**src/rtl/regfile_wb_arbiter.sv**
```systemverilog
// Round-robin arbiter sharing the register-file write port between the ALU and load
// writeback paths, with a busy scoreboard for RAW-hazard stalls at issue.
module regfile_wb_arbiter #(
    parameter int XLEN      = 64,
    parameter int NREG      = 32,
    parameter int AW        = 5,
    parameter bit MEM_FIRST = 1'b0
) (
    input  logic            clk,
    input  logic            reset,
    input  logic            alu_valid,
    input  logic [AW-1:0]   alu_rd,
    input  logic [XLEN-1:0] alu_data,
    output logic            alu_ready,
    input  logic            mem_valid,
    input  logic [AW-1:0]   mem_rd,
    input  logic [XLEN-1:0] mem_data,
    output logic            mem_ready,
    input  logic            issue_valid,
    input  logic [AW-1:0]   issue_rd,
    input  logic [AW-1:0]   rs1,
    input  logic [AW-1:0]   rs2,
    output logic            rs1_busy,
    output logic            rs2_busy,
    output logic            RegWrite,
    output logic [AW-1:0]   RD,
    output logic [XLEN-1:0] WriteData,
    output logic [NREG-1:0] busy
);

    typedef enum logic {
        GNT_ALU = 1'b0,
        GNT_MEM = 1'b1
    } gnt_e;

    gnt_e            last_grant_q, last_grant_d;
    logic            regwrite_q, regwrite_d;
    logic [AW-1:0]   rd_q, rd_d;
    logic [XLEN-1:0] wdata_q, wdata_d;
    logic [NREG-1:0] busy_q, busy_d;

    logic            grant_alu, grant_mem, xfer;
    logic [AW-1:0]   xfer_rd;
    logic [XLEN-1:0] xfer_data;

    // Contested cycles go to whoever did not win last; reset blocks all grants.
    always_comb begin
        grant_alu = 1'b0;
        grant_mem = 1'b0;
        if (!reset) begin
            if (alu_valid && mem_valid) begin
                if (last_grant_q == GNT_MEM) grant_alu = 1'b1;
                else                         grant_mem = 1'b1;
            end else if (alu_valid) begin
                grant_alu = 1'b1;
            end else if (mem_valid) begin
                grant_mem = 1'b1;
            end
        end
    end

    assign xfer      = grant_alu | grant_mem;
    assign xfer_rd   = grant_mem ? mem_rd   : alu_rd;
    assign xfer_data = grant_mem ? mem_data : alu_data;

    always_comb begin
        last_grant_d = last_grant_q;
        regwrite_d   = 1'b0;
        rd_d         = rd_q;
        wdata_d      = wdata_q;
        busy_d       = busy_q;
        if (grant_mem)      last_grant_d = GNT_MEM;
        else if (grant_alu) last_grant_d = GNT_ALU;
        if (xfer) begin
            regwrite_d = (xfer_rd != '0);
            rd_d       = xfer_rd;
            wdata_d    = xfer_data;
            if (xfer_rd != '0) busy_d[xfer_rd] = 1'b0;
        end
        // Applied after the clear so a fresh producer supersedes the retiring one.
        if (issue_valid && issue_rd != '0) busy_d[issue_rd] = 1'b1;
    end

    always_ff @(posedge clk) begin
        if (reset) begin
            last_grant_q <= MEM_FIRST ? GNT_ALU : GNT_MEM;
            regwrite_q   <= 1'b0;
            rd_q         <= '0;
            wdata_q      <= '0;
            busy_q       <= '0;
        end else begin
            last_grant_q <= last_grant_d;
            regwrite_q   <= regwrite_d;
            rd_q         <= rd_d;
            wdata_q      <= wdata_d;
            busy_q       <= busy_d;
        end
    end

    assign alu_ready = grant_alu;
    assign mem_ready = grant_mem;
    assign RegWrite  = regwrite_q;
    assign RD        = rd_q;
    assign WriteData = wdata_q;
    assign busy      = busy_q;
    assign rs1_busy  = (rs1 != '0) && busy_q[rs1];
    assign rs2_busy  = (rs2 != '0) && busy_q[rs2];

endmodule

```
**config.mk**
```make
export PLATFORM = sky130hd
export DESIGN_NAME = regfile_wb_arbiter
export DESIGN_NICKNAME = d
export VERILOG_FILES = /design/src/rtl/regfile_wb_arbiter.sv
export SDC_FILE = /design/constraint.sdc
export NUM_CORES = 1
export LEC_CHECK = 0
export ABC_AREA = 1
export BUFFER_PORTS_ARGS = -buffer_cell sky130_fd_sc_hd__buf_4
export CAP_MARGIN = 20
export CORE_MARGIN = 2
export CORE_UTILIZATION = 30
export DETAILED_ROUTE_END_ITERATION = 12
export SLEW_MARGIN = 20
export SYNTH_ARGS = -nofsm -noshare
export SYNTH_HDL_FRONTEND = slang
export SYNTH_SLANG_ARGS = --single-unit
```
**constraint.sdc**
```tcl
create_clock -name clk -period 2.95 [get_ports clk]
set_clock_uncertainty 0.05 [all_clocks]
set_input_delay 0.4425 -clock clk [delete_from_list [all_inputs] [get_ports clk]]
set_output_delay 0.4425 -clock clk [all_outputs]
set_load 0.03 [all_outputs]
```
==> impl_metrics.py <==
metrics = {
    "global_route": {
        "antenna_found_initial": 0,
        "grt_first_pass_wirelength_um": 29200,
        "grt_usage": 0.201,
        "grt_max_degree": 65,
        "grt_overflow": 0,
        "grt_pass1_vias": 5626,
    },
    "synth": {
        "synth_cell_types": 27,
        "syn_nets": 956,
        "yosysSeqAreaShare": 0.390,
        "yosys-top-cells-area": "dfxtp_1 39%, nand2_1 24%, a311oi_1 4.5%",
        "yosysTopAreaCell": "dfxtp_1",
        "synth_area_mm2": 0.00529,
        "synth_area_per_cell_um2": 6.63,
        "synth_top_area_share": 0.390,
        "synth_seq_cells": 103,
        "synthCells": 798,
        "yosysWarningCount": 0,
    },
    "critical_path": {
        "cp_max_fo": 18,
        "r2r_slack_ps": 1110,
        "worst-endpoint-arrival_ps": 1600,
        "endpoint_kind": "output pin",
        "r2r_start": "last_grant_q",
        "rr_worst_depth": 6,
        "cp.required_ps": 2460,
        "worstReg2RegEnd": "WriteData[6]",
        "critPathKind": "register to output pin",
        "worstSetupStartpointType": "register",
    },
    "timing": {
        "setup_viol": 0,
        "clock.fmax_mhz": 477,
        "finalHoldViolCount": 0,
        "min_period_over_period": 0.711,
        "fin_crit_ps": 2100,
        "rsz0062_at_grt": "no",
        "worstMarginPinSlew_ps": 676,
        "fin_hold_ws_ps": 303,
        "slew_headroom": 0.548,
        "slew_violations": 0,
        "setup_tns_ps": 0,
    },
    "power_and_ir_drop": {
        "power.density_mw_per_mm2": 480,
        "combPwrFrac": 0.242,
        "p_leak_uw": 0.00358,
        "power.internal_uw": 2530,
        "seqPwrFrac": 0.413,
        "peakVddDrop_v": 0.000254,
        "power_frac_clock": 0.344,
        "switchingPower_uw": 1150,
        "p_sw_frac": 0.313,
        "total_power_uw": 3680,
    },
    "die": {
        "ios": 264,
        "die_area_mm2": 0.0187,
        "coreArea_mm2": 0.0173,
        "start_util": 0.306,
        "fp.dieH_um": 137,
        "rows": 48,
        "die_x_um": 137,
    },
    "worst_hold_path": {
        "holdPathStages": 3,
        "hp-start": "mem_data[10]",
        "holdPathEnd": "WriteData[10]",
        "hp-class": "input pin to register",
    },
    "cells_and_area": {
        "fill_cells": 1872,
        "final_cell_count_no_fill": 1267,
        "drive_gt1_frac": 0.295,
        "diodes": 0,
        "nNetsFinal": 1195,
        "area_growth_pct": 44.9,
        "multi_input_area_mm2": 0.00271,
        "regArea_mm2": 0.00206,
        "utilization": 0.443,
    },
    "job": {
        "drv_cap": 0,
    },
    "clock_network": {
        "post_cts_buffers": 0,
        "ctsRootBufferMaster": "clkbuf_16",
        "tritoncts": "done",
        "cts_hold_buffers": 0,
        "h-tree-depth": 3,
        "cts_buffers": 9,
        "cts_sinks": 103,
        "cts_resized": 0,
        "clk_latency_ps": 340,
        "clk_pin_slew_ps": 80,
        "clock_path_buffers": 2,
    },
    "routing": {
        "wire_per_inst_um": 15.1,
        "route.detailed.drc": 0,
        "dr.first_iter.drc_count": 272,
        "vias": 5927,
        "drt_pass1_iterations": 4,
        "routed_wl_um": 19100,
        "drtAntennaViolNets": 0,
        "vias_per_cell": 4.68,
    },
    "placed_design": {
        "hpwlAfterDp_um": 14400,
        "port_buffers": 263,
        "dp.cells": 1251,
        "gp_congestion": 0.862,
    },
    "run_status": {
        "status": "complete, no violations",
    },
}
routing by layer:
metal	global-route usage	vias to the layer above	wire length, um	part of all wire
met4	0.0670	0	371	0.019
met5	0	-	0	0
li1	-	3071	-	-
met2	0.339	212	9100	0.48
met1	0.249	2619	8090	0.42
met3	0.0511	25	1520	0.080
final cells by class:
cell class | instances | share of cell area
Inverter | 65 | 0.0318
Timing Repair Buffer | 272 | 0.270
Tap cell | 225 | 0.0367
Clock inverter | 5 | 0.00849
Clock buffer | 11 | 0.0317
Multi-Input combinational cell | 586 | 0.353
Sequential cell | 103 | 0.269
registers in the layout, summed over array words and instances, names as in the netlist:
signal and flops:
RegWrite 1, busy 32, WriteData 64, RD 5
last_grant_q 1
worst max path at each step:
stage,from,end,slack [ps]
floorplan,rs2[0],rs2_busy,1110
global placement,reset,busy[19],780
detailed placement,reset,WriteData[21],760
CTS,last_grant_q,mem_ready,810
global route,last_grant_q,mem_ready,730
finish,last_grant_q,mem_ready,850
critical path: stages (launching register included):
cell and delay, ps:
dfxtp_1 320, nand2_2 140, nand3_4 200, inv_2 350, buf_4 250
logic make-up after synthesis:
kind of cell	after synthesis	share of synthesized area
compound gates	127	0.159
buf+inv	109	0.0989
flops	103	0.390
simple gates	459	0.352
Yosys cell counts:
master,instances
o211ai_1,18
nor2_1,53
nand4_1,1
buf_2,13
a311oi_2,2
nand2_1,345
nor2_2,2
nor2_4,4
a311oi_1,27
inv_2,5
a31oi_1,29
nand2_2,2
nand3_2,1
nand3_4,1
nand3_1,44
clkbuf_4,1
inv_1,60
buf_4,9
dfxtp_1,103
nand2_4,2
o21ai_2,1
clkbuf_1,13
buf_6,8
a21oi_1,41
o21ai_0,9
nand3b_1,1
nor3_1,3
power groups by stage:
| stage | registers [uW] | clock network [uW] | logic [uW] |
|---|---|---|---|
| 4_1_cts | 1520 | 1300 | 901 |
| 6_report | 1520 | 1270 | 893 |
| 5_1_grt | 1530 | 1360 | 970 |
| 3_5_place_dp | 1550 | 0 | 900 |
| 2_1_floorplan | 1710 | 0 | 354 |
| 3_3_place_gp | 1550 | 0 | 896 |
cell usage in the layout (no fill, tap or decap):
cell type / n
a21oi_1: 41
a311oi_1: 27
a311oi_2: 2
a31oi_1: 29
buf_12: 2
buf_4: 270
bufinv_16: 1
clkbuf_1: 1
clkbuf_16: 9
clkbuf_8: 1
clkinvlp_4: 2
dfxtp_1: 103
inv_1: 60
inv_2: 5
inv_6: 1
inv_8: 1
nand2_1: 345
nand2_2: 2
nand2_4: 2
nand3_1: 44
nand3_2: 1
nand3_4: 1
nand3b_1: 1
nand4_1: 1
nor2_1: 53
nor2_2: 2
nor2_4: 4
nor3_1: 3
o211ai_1: 18
o21ai_0: 9
o21ai_2: 1
per-stage QoR:
step | worst slack [ps] | cell area, um2
floorplan | 1110 | 5290
global placement | 779 | 7360
detailed placement | 756 | 7360
CTS | 814 | 7670
global route | 728 | 7670
finish | 854 | 7670
(Power assumes the default switching activity.)
